**src/rtl/rr_grant_arbiter.sv**
```systemverilog
// Round-robin arbiter with rotating priority and grant-until-done hold.
// Optional forced release after MAX_HOLD busy cycles when ARB_TIMEOUT_EN is defined.
module rr_grant_arbiter #(
    parameter int N        = 8,
    parameter int IDW      = 3,
    parameter int MAX_HOLD = 15
) (
    input  logic           clk,
    input  logic           areset_n,
    input  logic [N-1:0]   req,
    input  logic           done,
    output logic [N-1:0]   grant,
    output logic [IDW-1:0] grant_id,
    output logic           grant_valid,
    output logic           timeout
);

    if (N < 2 || N > 16) begin : g_bad_n
        $error("rr_grant_arbiter: N must be in 2..16");
    end
    if (IDW != $clog2(N)) begin : g_bad_idw
        $error("rr_grant_arbiter: IDW must equal clog2(N)");
    end
    if (MAX_HOLD < 1 || MAX_HOLD > 255) begin : g_bad_hold
        $error("rr_grant_arbiter: MAX_HOLD must be in 1..255");
    end

    typedef enum logic {
        IDLE,
        BUSY
    } state_t;

    state_t         state;
    state_t         state_nxt;
    logic [IDW-1:0] ptr;
    logic [IDW-1:0] ptr_nxt;
    logic [IDW-1:0] ptr_adv;
    logic [IDW-1:0] scan_start;
    logic           win_found;
    logic [IDW-1:0] win_id;
    logic           normal_rel;
    logic           force_rel;
    logic           release_now;
    logic           load;
    logic [N-1:0]   grant_nxt;
    logic [IDW-1:0] id_nxt;
    logic           valid_nxt;

    assign ptr_adv     = (grant_id == IDW'(N - 1)) ? '0 : grant_id + 1'b1;
    assign normal_rel  = (state == BUSY) && (done || !req[grant_id]);
    assign release_now = normal_rel || force_rel;

    // On release the scan already starts past the owner, so it ends up lowest priority.
    assign scan_start = (state == BUSY) ? ptr_adv : ptr;

    always_comb begin : scan
        logic [IDW:0] idx;
        win_found = 1'b0;
        win_id    = '0;
        idx       = '0;
        for (int i = 0; i < N; i++) begin
            idx = {1'b0, scan_start} + (IDW + 1)'(i);
            if (idx >= (IDW + 1)'(N)) begin
                idx = idx - (IDW + 1)'(N);
            end
            if (!win_found && req[idx[IDW-1:0]]) begin
                win_found = 1'b1;
                win_id    = idx[IDW-1:0];
            end
        end
    end

    always_comb begin
        state_nxt = state;
        ptr_nxt   = ptr;
        grant_nxt = grant;
        id_nxt    = grant_id;
        valid_nxt = grant_valid;
        load      = 1'b0;
        case (state)
            IDLE: begin
                if (win_found) begin
                    load = 1'b1;
                end
            end
            BUSY: begin
                if (release_now) begin
                    ptr_nxt = ptr_adv;
                    if (win_found) begin
                        load = 1'b1;
                    end else begin
                        state_nxt = IDLE;
                        grant_nxt = '0;
                        id_nxt    = '0;
                        valid_nxt = 1'b0;
                    end
                end
            end
            default: begin
                state_nxt = IDLE;
            end
        endcase
        if (load) begin
            state_nxt = BUSY;
            grant_nxt = {{(N-1){1'b0}}, 1'b1} << win_id;
            id_nxt    = win_id;
            valid_nxt = 1'b1;
        end
    end

    always_ff @(posedge clk or negedge areset_n) begin
        if (!areset_n) begin
            state       <= IDLE;
            ptr         <= '0;
            grant       <= '0;
            grant_id    <= '0;
            grant_valid <= 1'b0;
        end else begin
            state       <= state_nxt;
            ptr         <= ptr_nxt;
            grant       <= grant_nxt;
            grant_id    <= id_nxt;
            grant_valid <= valid_nxt;
        end
    end

`ifdef ARB_TIMEOUT_EN
    logic [7:0] hold_cnt;

    // Counter value equals the number of busy cycles already spent by the current grant.
    assign force_rel = (state == BUSY) && !normal_rel && (hold_cnt == 8'(MAX_HOLD - 1));

    always_ff @(posedge clk or negedge areset_n) begin
        if (!areset_n) begin
            hold_cnt <= '0;
            timeout  <= 1'b0;
        end else begin
            timeout <= force_rel;
            if (load || state != BUSY) begin
                hold_cnt <= '0;
            end else begin
                hold_cnt <= hold_cnt + 8'd1;
            end
        end
    end
`else
    assign force_rel = 1'b0;
    assign timeout   = 1'b0;
`endif

endmodule
```
**config.mk**
```make
export PLATFORM = sky130hd
export DESIGN_NAME = rr_grant_arbiter
export DESIGN_NICKNAME = d
export VERILOG_FILES = /design/src/rtl/rr_grant_arbiter.sv
export SDC_FILE = /design/constraint.sdc
export NUM_CORES = 1
export LEC_CHECK = 0
export BUFFER_PORTS_ARGS = -buffer_cell sky130_fd_sc_hd__buf_2
export CAP_MARGIN = 20
export CELL_PAD_IN_SITES_DETAIL_PLACEMENT = 1
export CELL_PAD_IN_SITES_GLOBAL_PLACEMENT = 1
export CORE_MARGIN = 5
export CORE_UTILIZATION = 25
export DETAILED_ROUTE_END_ITERATION = 8
export GPL_TIMING_DRIVEN = 0
export HOLD_SLACK_MARGIN = 0.12
export PLACE_DENSITY_LB_ADDON = 0.1
export SYNTH_ARGS = -nofsm -noshare
export SYNTH_HDL_FRONTEND = slang
export SYNTH_SLANG_ARGS = --single-unit
```
**constraint.sdc**
```tcl
create_clock -name clk -period 4.5 [get_ports clk]
set_input_delay 0.225 -clock clk [delete_from_list [all_inputs] [get_ports clk]]
set_output_delay 0.225 -clock clk [all_outputs]
set_load 0.1 [all_outputs]
```
* After elaboration in Yosys (flattened, before gate mapping) *
Index checks and enable logic that the tools add are counted.
Widths: inputs -> output; s select.

operators by class
  add/sub/neg operators = 16
  $lt $le $gt $ge = 17
  eq/ne operators = 2
  shifts and indexed selects = 1
  multiplexer cells = 62
  bitwise operators = 1
  reduce and logical (&&, ||, !) cells = 21

operators with widths
  cell                 count
  $mux 3               22
  $lt 3x4->1 const B   9
  $mux 8               4
  $ge 4x4->1 const B   7
  $bmux 1 s3           9
  $mux 1               26
  $sub 3x1->3 const B  8
  $add 3x3->4 const B  4
  $add 3x2->4 const B  2
  $logic_and 1x1->1    8
  $logic_not 1->1      8
  $shl 1x3->8 const A  1
  $add 3x1->4 const B  1
  $ge 3x4->1 const B   1
  $reduce_bool 2->1    2
  $add 3x1->3 const B  1
  $eq 3x3->1 const B   1
  $reduce_and 3->1     1
  $ne 2x1->1 const B   1
  $pmux 1 s2           1
  $reduce_and 2->1     1
  $logic_or 1x1->1     1
  $not 1->1            1

storage, ports and cells
  register bits = 16
  bits of input ports = 11
  word-level logic and storage cells = 125

* Logic depth before layout (Yosys ltp) *
Gate-level depths: netlist of run 1.

  depth in word-level cells = 34
  mapped depth = 17

* Worst setup path after synthesis of run 1 *
OpenSTA, ideal clock, no wires.

  path type = register to register
  start = register grant_id[0]
  end = register grant[2]
  arrival = 4501 ps
  required time = 4424 ps
  path slack = -77 ps
  cell stages (with the launch flop) = 16
  path buffers = 3
  clock period less this slack = 4577 ps
  path through = dfrtp_1 -> ha_1 -> ha_1 -> or3b_1 -> and2_4 -> buf_6 -> buf_6 -> ha_1 -> clkbuf_1 -> mux4_2 -> nor2b_1 -> o21ba_2 -> a2111o_1 -> o21ai_2 -> or3b_1 -> o21ai_1

on the way
  word-level cells in the longest chain between the ends = 34

RTL lines
  element                                                               RTL line  RTL
  from (decl)                                                           13        output logic [IDW-1:0] grant_id,
  from (signal assigned)                                                122       grant_id <= id_nxt;
  parallel branches: the longest is 34 deep, another holds $add 3x1->4  n/a
  to (signal assigned)                                                  121       grant <= grant_nxt;
  to (decl)                                                             12        output logic [N-1:0] grant,

Parallel ways; which one is timed is not known. The select of a mux whose other input is x is not followed.
A chain may end at the register's enable or synchronous reset.

* Worst setup path after layout of run 1 *
Same ends and word-level chain as after synthesis.

==> results of run 1 <==
## critical path, delay by kind of cell (launching register included)
family,cells,cell delay [ns]
XOR/XNOR,1,0.33
AND/OR/NAND/NOR,3,0.95
buffers and inverters,2,0.30
adder cells (fa/ha/maj),3,0.66
multiplexers,1,0.45
AO/OA/AOI/OAI,4,1.09
flip-flops,1,0.48
## area by class of cell
| class | count | area, sq um |
|---|---|---|
| inverters | 3 | 11.3 |
| fillers | 857 | 5080 |
| multi-input cells | 160 | 1380 |
| well taps | 99 | 124 |
| clock buffers | 4 | 55.1 |
| flip-flops and latches | 16 | 403 |
| repair buffers | 17 | 90.1 |
| plain buffers | 20 | 113 |
## per-stage QoR
step	instances	util, %	setup slack [ns]
3_3_place_gp	314	28.6	-0.156
6_report	319	29.9	0.171
4_1_cts	319	29.7	0.0239
2_1_floorplan	199	-	0.150
3_5_place_dp	314	28.6	-0.0591
5_1_grt	319	29.9	0.0175
## timing repair
action                                  CTS  global route
hold buffers                              1             0
resized for setup                         2             4
setup buffers                             0             0
gates cloned                              0             0
endpoints found under the setup margin    6             9
endpoints found under the hold margin    16             0
## routing by layer
layer	vias to the layer above	share of wire, %
li1	808	-
met1	864	46
met2	32	49
met3	2	4.4
met4	0	0.065
met5	-	0
## cells by family (layout without fill, tap and decap cells)
group | Yosys count | count (layout) | share of synthesized area, %
muxes | 45 | 45 | 32.7
DFF | 16 | 16 | 21.4
and+or+nand+nor | 60 | 60 | 17.0
adders and majority gates | 4 | 4 | 2.68
AOI/OAI and AO/OA | 47 | 47 | 18.1
buffers and inverters | 23 | 44 | 6.56
other | 1 | 1 | 0.200
xor gates and xnor gates | 3 | 3 | 1.40
## synth_stat cells (all sizes together), types with 2 or more instances
| cell type | n |
|---|---|
| nor3b | 3 |
| o21a | 2 |
| inv | 3 |
| ha | 4 |
| mux2 | 9 |
| a22o | 3 |
| nor3 | 9 |
| o211a | 2 |
| a21o | 2 |
| o21ai | 14 |
| o211ai | 2 |
| nor2 | 5 |
| mux4 | 11 |
| xnor2 | 2 |
| a21oi | 5 |
| dfrtp | 16 |
| a32o | 3 |
| nand2 | 19 |
| buf | 11 |
| o31ai | 2 |
| or3b | 2 |
| nand3 | 7 |
| and2 | 3 |
| and3 | 5 |
| a31oi | 3 |
| mux2i | 25 |
| clkbuf | 9 |
## how the worst min path moves through the flow
stage | startpoint | end | slack (ns) | cells past startpoint
floorplan | areset_n | grant[0] | -0.07 | 0
global placement | areset_n | grant[3] | 0.17 | 1
detailed placement | areset_n | grant[6] | 0.17 | 1
CTS | areset_n | grant[3] | 0.43 | 2
global route | areset_n | grant[2] | 0.46 | 2
finish | areset_n | grant[3] | 0.43 | 2
## registers in the layout, indices dropped and copies added (netlist names)
register     flops
ptr              3
grant_id         3
grant_valid      1
state            1
grant            8
==> metrics.md, run 1 <==
| Metric | Value |
|---|---|
| Largest net degree at the start of global routing | `17` |
| Total count of max-transition violations in the final report | `0` |
| Via count of the first global-routing pass | `1769` |
| Per-cell via count in the routed design | `5.35` |
| Global-route wire length before repair | `about 10 mm` |
| CTS H-Tree Depth | `1` |
| YS warnings | `0` |
| Cells along the critical path | `ha_1 > ha_1 > or3b_1 > and2_4 > buf_6 > buf_6 > ha_1 > xnor2_2 > mux4_2 > a32o_1 > a2111o_1 > o21ai_2 > or3b_1 > o21ai_1` |
| CP peak stage delay | `0.48 ns` |
| DRT Pass-1 Iters | `4` |
| Via count of the routed design | `around 1700` |
| Total negative setup slack | `0 ns` |
| Met1 Track Usage GR | `a little over a fifth` |
| F_max | `roughly 0.23 GHz` |
| Clock input transition at the sequential cells of the worst setup and hold paths | `0.06 ns` |
| Effective utilization at floorplan | `between 20% and 30%` |
| Unrepaired setup endpoints after global routing | `false` |
| Layout overhead on the synthesized area | `16.1%` |
| Crit Path Max Fanout | `10` |
| Total I/O pin count | `24` |
| Antenna violations before repair | `0` |
| All-Layer GR Usage | `roughly 14%` |
| Synth Area per Inst | `9.40 sq um` |
| Hold Worst Slack | `0.427 ns` |
| Remaining max-slew budget at the tightest pin | `54.3%` |
| Worst Path Arrival | `4.50 ns` |
| Worst clock skew | `0.00172 ns` |
| Cell count after synthesis | `199` |
| Final hold violations | `0` |
| Area of the die | `9310 sq um` |
| Detail-routed net length per standard cell | `just under 20 microns` |
| Most used cells in the layout excluding fill and tap cells | `24 x sky130_fd_sc_hd__mux2i_1, 23 x sky130_fd_sc_hd__buf_2, 19 x sky130_fd_sc_hd__nand2_1` |
| Type of the setup path with the least slack | `register to register` |
| Synth Register Bits | `16` |
| DP Wirelength | `4.68 mm` |
| Root buf cell | `sky130_fd_sc_hd__clkbuf_8` |
| Count of input and output buffers | `16` |
| Synthesized net count | `214` |
| Clock period minus worst slack | `~4.3 ns` |
| FF-to-FF path depth | `14` |
| Synth top area share | `around 21%` |
| Hold WC Path Type | `input port to async pin` |
| Clock latency on the worst-skew pair | `0.24 ns` |
| CTS Buf Count | `3` |
| Routability-driven placement congestion ratio | `between 0.7 and 0.8` |
| Post-route standard cell area excluding fillers | `2170 sq um` |
| Final worst-path cycle share | `96.2%` |
| Peak-usage layer in the global routing report | `met2` |
| Endpoint kind of the worst setup timing path | `register` |
| Worst-case register-to-register setup slack | `approximately 0.17 ns` |
| CP required | `~4.7 ns` |
| Number of enable flip-flop cells after synthesis | `0` |
| Post-route antenna net violation count | `0` |
| Crit Reg-Reg Endpoint | `grant[2]` |
| Startpoint Class | `register` |
| Layout net count | `236` |
| Startpoint of the lowest-slack register-to-register path | `grant_id[0]` |
| GRT met3 Usage | `1.86%` |
| Final-report setup violation count | `0` |
| End point of the critical path | `grant[2]` |
| Global routing usage on met2 | `22.5%` |
| Cell area after technology mapping | `about 1900 sq um` |
| Clock tree from TritonCTS | `done` |
| Fraction of layout instances using a drive strength above 1 | `29.5%` |
| # diodes | `0` |
| Count of maximum capacitance violations | `0` |
| Buffer depth of the longest clock path | `2` |
| Post-placement cell area | `2080 sq um` |
| Remaining design rule violation count | `0` |
| Run status | `finished clean` |
| Number of clock sinks seen by CTS | `16` |
| # rows | `31` |
| GR Overflow Total | `0` |
| Number of library cell types mapped by synthesis | `54` |
| Worst Max-Slew Pin Slew | `0.680 ns` |
| Critical path's slowest cell | `sky130_fd_sc_hd__dfrtp_2` |
| Standard cell core area | `7250 sq um` |
| Most instantiated flip-flop cell in the synthesis netlist | `sky130_fd_sc_hd__dfrtp_1` |
| Drt initial violations | `77` |
| Leading cell types by total area after synthesis | `sky130_fd_sc_hd__dfrtp_1 21%, sky130_fd_sc_hd__mux4_2 13%, sky130_fd_sc_hd__mux2i_1 13%, sky130_fd_sc_hd__mux2_2 5.4%, sky130_fd_sc_hd__nand2_1 3.8%` |
| Launch point of the worst path | `grant_id[0]` |
| Detailed-route wire length | `6.19 mm` |
| Cell taking the most area after synthesis | `sky130_fd_sc_hd__dfrtp_1` |
| Die X-Extent | `96.5 microns` |
| Die Y | `roughly 97 microns` |
| Commonest non-fill, non-tap cell in the layout | `sky130_fd_sc_hd__mux2i_1` |
| Post-synth ARST share | `100%` |
| Crit-path most repeated cell | `sky130_fd_sc_hd__ha_1` |
| Register area share after synthesis | `21.4%` |
Power of run 1 is not shown: default switching activity piles up to over one toggle a cycle in this logic, so the estimate is an artifact.
==> inputs of run 2 (changes only) <==
--- a/config.mk
+++ b/config.mk
@@ -14,6 +14,7 @@
 export DETAILED_ROUTE_END_ITERATION = 8
 export GPL_TIMING_DRIVEN = 0
 export HOLD_SLACK_MARGIN = 0.12
+export MAX_ROUTING_LAYER = met4
 export PLACE_DENSITY_LB_ADDON = 0.1
 export SYNTH_ARGS = -nofsm -noshare
 export SYNTH_HDL_FRONTEND = slang
==> metrics.md, run 2 (synthesis results as in run 1) <==
| Metric | Value |
|---|---|
| Run status | `finished clean` |
| CTS Buf Count | `3` |
| Clock period minus worst slack | `about 4.3 ns` |
| Standard cell core area | `between 7000 and 8000 sq um` |
| Antenna violations before repair | `0` |
| Worst-case register-to-register setup slack | `0.16 ns` |
| Final worst-path cycle share | `96.4%` |
| Clock tree from TritonCTS | `done` |
| Clock latency on the worst-skew pair | `0.24 ns` |
| Number of placed instances with taps included | `~310` |
| Global-route wire length before repair | `9.91 mm` |
| All-Layer GR Usage | `14.4%` |
| Drt initial violations | `just over 80` |
| Total I/O pin count | `24` |
| Startpoint Class | `register` |
| Total count of max-transition violations in the final report | `0` |
| Buffer depth of the longest clock path | `2` |
| Commonest non-fill, non-tap cell in the layout | `sky130_fd_sc_hd__mux2i_1` |
| Area of the die | `9310 sq um` |
| Fraction of layout instances using a drive strength above 1 | `29.5%` |
| Effective utilization at floorplan | `25.8%` |
| Most used cells in the layout excluding fill and tap cells | `24 x sky130_fd_sc_hd__mux2i_1, 23 x sky130_fd_sc_hd__buf_2, 19 x sky130_fd_sc_hd__nand2_1` |
| Routability-driven placement congestion ratio | `0.782` |
| Hold WC Path Type | `input port to async pin` |
| Layout overhead on the synthesized area | `16.1%` |
| Root buf cell | `sky130_fd_sc_hd__clkbuf_8` |
| Via count of the first global-routing pass | `about 1800` |
| Crit Path Max Fanout | `10` |
| Post-route antenna net violation count | `0` |
| Detailed-route wire length | `around 6.2 mm` |
| Endpoint kind of the worst setup timing path | `register` |
| Layout net count | `236` |
| Startpoint of the lowest-slack register-to-register path | `grant_id[0]` |
| Leading registers by flop count | `grant x8, grant_id x3, ptr x3` |
| Worst clock skew | `~0.002 ns` |
| Per-cell via count in the routed design | `~5.4` |
| # diodes | `0` |
| Die X-Extent | `96.5 microns` |
| Die Y | `96.5 microns` |
| Remaining max-slew budget at the tightest pin | `52.5%` |
| FF-to-FF path depth | `14` |
| Crit-path most repeated cell | `sky130_fd_sc_hd__ha_1` |
| DRT Pass-1 Iters | `4` |
| Number of clock sinks seen by CTS | `16` |
| Final-report setup violation count | `0` |
| CTS H-Tree Depth | `1` |
| Largest net degree at the start of global routing | `17` |
| Detail-routed net length per standard cell | `around 19 microns` |
| Non-Filler Instances | `319` |
| Worst Max-Slew Pin Slew | `0.692 ns` |
| # rows | `31` |
| F_max | `0.231 GHz` |
| Launch point of the worst path | `grant_id[0]` |
| Via count of the routed design | `1707` |
| Flip-flop count of the largest register after layout | `8` |
| Count of maximum capacitance violations | `0` |
| Number of post-CTS setup repair buffers | `0` |
| Count of input and output buffers | `16` |
| CP peak stage delay | `between 0.4 and 0.5 ns` |
| GR Overflow Total | `0` |
| CP required | `approximately 4.7 ns` |
| Worst Path Arrival | `4.51 ns` |
| Clock input transition at the sequential cells of the worst setup and hold paths | `0.06 ns` |
| Register with the most flip-flops | `grant` |
| Unrepaired setup endpoints after global routing | `false` |
| DP Wirelength | `approximately 4.7 mm` |
| Critical path's slowest cell | `sky130_fd_sc_hd__dfrtp_2` |
| Type of the setup path with the least slack | `register to register` |
| Hold Worst Slack | `0.426 ns` |
| Final hold violations | `0` |
| Cells along the critical path | `ha_1 > ha_1 > or3b_1 > and2_4 > buf_6 > buf_6 > ha_1 > xnor2_2 > mux4_2 > a32o_1 > a2111o_1 > o21ai_2 > or3b_1 > o21ai_1` |
| Remaining design rule violation count | `0` |
run 2: layer usage:
metal  track usage [%]  share of wire (%)  vias to the layer above
met4             0.701               0.76                        0
met2              22.2                 48                       24
met3              1.63                1.4                        6
li1                  -                  -                      809
met5                 -                  0                        -
met1              21.3                 50                      868
run 2: cell type report:
class                   count  area (sq um)
fillers                   857          5080
flip-flops and latches     16           403
inverters                   3          11.3
well taps                  99           124
clock buffers               4          55.1
plain buffers              20           113
multi-input cells         160          1380
repair buffers             17          90.1
run 2: repair_timing:
action                                 in CTS  in global routing
endpoints found under the hold margin      16                  0
setup endpoints to repair                   6                  9
hold buffers                                1                  0
resized for setup                           2                  4
run 2: final timing paths:
| path | end |
|---|---|
| worst max-delay path | grant[2] |
| worst min-delay path | grant[3] |
| worst max register to register | grant[2] |
| worst min register to register | grant_valid |
| max in group asynchronous | grant_id[1] |
| min in group clk | grant_valid |
run 2: per-stage QoR:
step	instance area [sq um]	worst slack [ns]	TNS, ns	utilization (%)
floorplan	1870	0.150	0	-
global placement	2080	-0.156	-0.723	28.6
detailed placement	2080	-0.0591	-0.194	28.6
CTS	2150	0.0239	0	29.7
global route	2170	0.0147	0	29.9
finish	2170	0.162	0	29.9
run 2: critical path: cells and delay by family (launching register included):
| family | cells | cell delay [ns] |
|---|---|---|
| AOI/OAI and AO/OA | 4 | 1.09 |
| xor gates and xnor gates | 1 | 0.34 |
| adders and majority gates | 3 | 0.66 |
| buffers and inverters | 2 | 0.30 |
| DFF | 1 | 0.48 |
| muxes | 1 | 0.45 |
| and+or+nand+nor | 3 | 0.95 |
Power of run 2 is left out for the same reason.
==> inputs of run 3 (changes only) <==
--- a/config.mk
+++ b/config.mk
@@ -5,10 +5,12 @@
 export SDC_FILE = /design/constraint.sdc
 export NUM_CORES = 1
 export LEC_CHECK = 0
+export ABC_CLOCK_PERIOD_IN_PS = 4500
 export BUFFER_PORTS_ARGS = -buffer_cell sky130_fd_sc_hd__buf_2
 export CAP_MARGIN = 20
 export CELL_PAD_IN_SITES_DETAIL_PLACEMENT = 1
 export CELL_PAD_IN_SITES_GLOBAL_PLACEMENT = 1
+export CORE_ASPECT_RATIO = 1.75
 export CORE_MARGIN = 5
 export CORE_UTILIZATION = 25
 export DETAILED_ROUTE_END_ITERATION = 8
@@ -16,6 +18,7 @@
 export HOLD_SLACK_MARGIN = 0.12
 export MAX_ROUTING_LAYER = met4
 export PLACE_DENSITY_LB_ADDON = 0.1
+export REMOVE_ABC_BUFFERS = 1
 export SYNTH_ARGS = -nofsm -noshare
 export SYNTH_HDL_FRONTEND = slang
 export SYNTH_SLANG_ARGS = --single-unit
==> metrics.md, run 3 (synthesis results as in run 1) <==
| Metric | Value |
|---|---|
| Crit Reg-Reg Endpoint | `grant[3]` |
| Per-cell via count in the routed design | `5.83` |
| Post-place setup slack | `-0.294 ns` |
| Standard cell core area | `roughly 7300 sq um` |
| Fraction of layout instances using a drive strength above 1 | `29.0%` |
| Area of the die | `9380 sq um` |
| Largest net degree at the start of global routing | `21` |
| DP Wirelength | `slightly below 5 mm` |
| CP required | `4.66 ns` |
| Final hold violations | `0` |
| Post-route antenna net violation count | `0` |
| Met3 Routed Length | `185 microns` |
| Non-Filler Instances | `293` |
| Type of the setup path with the least slack | `register to register` |
| Top Family by Delay on Critical Path | `simple AND/OR/NAND/NOR gates` |
| Clock tree from TritonCTS | `done` |
| Effective utilization at floorplan | `around a quarter` |
| Startpoint Class | `register` |
| Worst clock skew | `0.00293 ns` |
| All-Layer GR Usage | `14.4%` |
| Endpoint kind of the worst setup timing path | `register` |
| Crit Path Max Fanout | `20` |
| Root buf cell | `sky130_fd_sc_hd__clkbuf_16` |
| Total count of max-transition violations in the final report | `0` |
| Total I/O pin count | `24` |
| FF-to-FF path depth | `14` |
| CTS H-Tree Depth | `1` |
| Final setup margin | `0.173 ns` |
| Clock latency on the worst-skew pair | `roughly 0.24 ns` |
| Total of fill cells in the finished design | `848` |
| Layout net count | `~220` |
| Startpoint of the lowest-slack register-to-register path | `grant_id[0]` |
| Clock input transition at the sequential cells of the worst setup and hold paths | `0.05 ns` |
| Remaining design rule violation count | `0` |
| Cells along the critical path | `ha_1 > ha_1 > or3b_1 > and2_4 > inv_4 > ha_2 > xnor2_4 > mux4_2 > mux2i_4 > o211a_2 > o311ai_0 > o21ai_2 > or3b_1 > o21ai_1` |
| Final-report setup violation count | `0` |
| Count of maximum capacitance violations | `0` |
| DRT Pass-1 Iters | `4` |
| Highest metal layer used by the detailed router | `met4` |
| Die X-Extent | `75.4 microns` |
| Area of combinational cells with multiple inputs | `~1400 sq um` |
| Count of input and output buffers | `22` |
| Via count of the first global-routing pass | `1894` |
| Number of clock sinks seen by CTS | `16` |
| Detailed-route wire length | `6.37 mm` |
| Detail-routed net length per standard cell | `~22 microns` |
| # diodes | `0` |
| Worst Path Arrival | `around 4.5 ns` |
| Run status | `finished clean` |
| Hold WC Path Type | `input port to async pin` |
| Flip-flop count of the largest register after layout | `8` |
| Critical path's slowest cell | `sky130_fd_sc_hd__dfrtp_1` |
| Stages on worst setup path | `14` |
| Global-route wire length before repair | `10.2 mm` |
| Buf/Inv on CP | `1` |
| Via count of the routed design | `1708` |
| Drt initial violations | `between 70 and 80` |
| Final worst-path cycle share | `96.2%` |
| Routability-driven placement congestion ratio | `approximately 0.84` |
| Remaining max-slew budget at the tightest pin | `49.3%` |
| Layout overhead on the synthesized area | `14.4%` |
| F_max | `0.231 GHz` |
| Most used cells in the layout excluding fill and tap cells | `22 x sky130_fd_sc_hd__mux2i_1, 22 x sky130_fd_sc_hd__buf_2, 19 x sky130_fd_sc_hd__nand2_1` |
| Die Y | `124 microns` |
| Buffer depth of the longest clock path | `2` |
| Leading registers by flop count | `grant x8, grant_id x3, ptr x3` |
| Clock period minus worst slack | `4.33 ns` |
| Sequential cell area | `400 sq um` |
| CP peak stage delay | `0.48 ns` |
| Register with the most flip-flops | `grant` |
| Antenna violations before repair | `0` |
| Final core area utilization | `29.4%` |
| Number of placed instances with taps included | `289` |
| GR Overflow Total | `0` |
| Worst Max-Slew Pin Slew | `0.739 ns` |
| CTS Buf Count | `3` |
| Worst-case register-to-register setup slack | `0.17 ns` |
| # rows | `41` |
| Total routed wire length on the met1 layer | `2.41 mm` |
| Met2 wire len | `between 3 and 4 mm` |
[run 3: worst max path at each step]
stage	startpoint	to	slack, ns
final	grant_id[0]	grant[3]	0.17
after detailed placement	grant_id[0]	grant[7]	-0.29
after global placement	grant_id[0]	grant[6]	-0.96
after floorplan	grant_id[0]	grant[6]	-0.40
after CTS	grant_id[0]	grant[0]	0.02
after global routing	grant_id[0]	grant[3]	-0.05
[run 3: worst reg2reg max path, cell delays in order, from the launching register on]
cell and delay [ns]:
sky130_fd_sc_hd__dfrtp_1 0.48, sky130_fd_sc_hd__ha_1 0.25, sky130_fd_sc_hd__ha_1 0.19, sky130_fd_sc_hd__or3b_1 0.37, sky130_fd_sc_hd__and2_4 0.26, sky130_fd_sc_hd__inv_4 0.22, sky130_fd_sc_hd__ha_2 0.29, sky130_fd_sc_hd__xnor2_4 0.19
sky130_fd_sc_hd__mux4_2 0.42, sky130_fd_sc_hd__mux2i_4 0.31, sky130_fd_sc_hd__o211a_2 0.36, sky130_fd_sc_hd__o311ai_0 0.19, sky130_fd_sc_hd__o21ai_2 0.15, sky130_fd_sc_hd__or3b_1 0.41, sky130_fd_sc_hd__o21ai_1 0.16
[run 3: area by class of cell]
class                   instances  share of cell area, %
multi-input cells             160                   65.6
repair buffers                 25                   6.49
inverters                       3                  0.643
well taps                      86                   5.03
clock buffers                   3                   3.51
flip-flops and latches         16                   18.7
[run 3: through the flow]
stage	setup TNS (ns)	area [sq um]	hold WS, ns
6_report	0	2140	0.433
5_1_grt	-0.0472	2140	0.502
4_1_cts	0	2100	0.446
3_5_place_dp	-2.11	2000	0.171
3_3_place_gp	-9.44	1980	0.151
2_1_floorplan	-3.29	1760	-0.0706
[run 3: what timing repair did]
item / 4_1_cts / 5_1_grt
cloned: 0 / 0
gates resized for setup: 3 / 8
setup buffers: 0 / 0
hold endpoints to repair: 16 / 0
endpoints found under the setup margin: 10 / 9
hold buffers: 1 / 0
[run 3: per-layer routing]
metal | vias up | track usage, %
met2 | 52 | 26.2
met1 | 870 | 15.6
met5 | - | -
met3 | 8 | 0.808
met4 | 0 | 5.05
li1 | 778 | -
Power of run 3 is left out for the same reason.
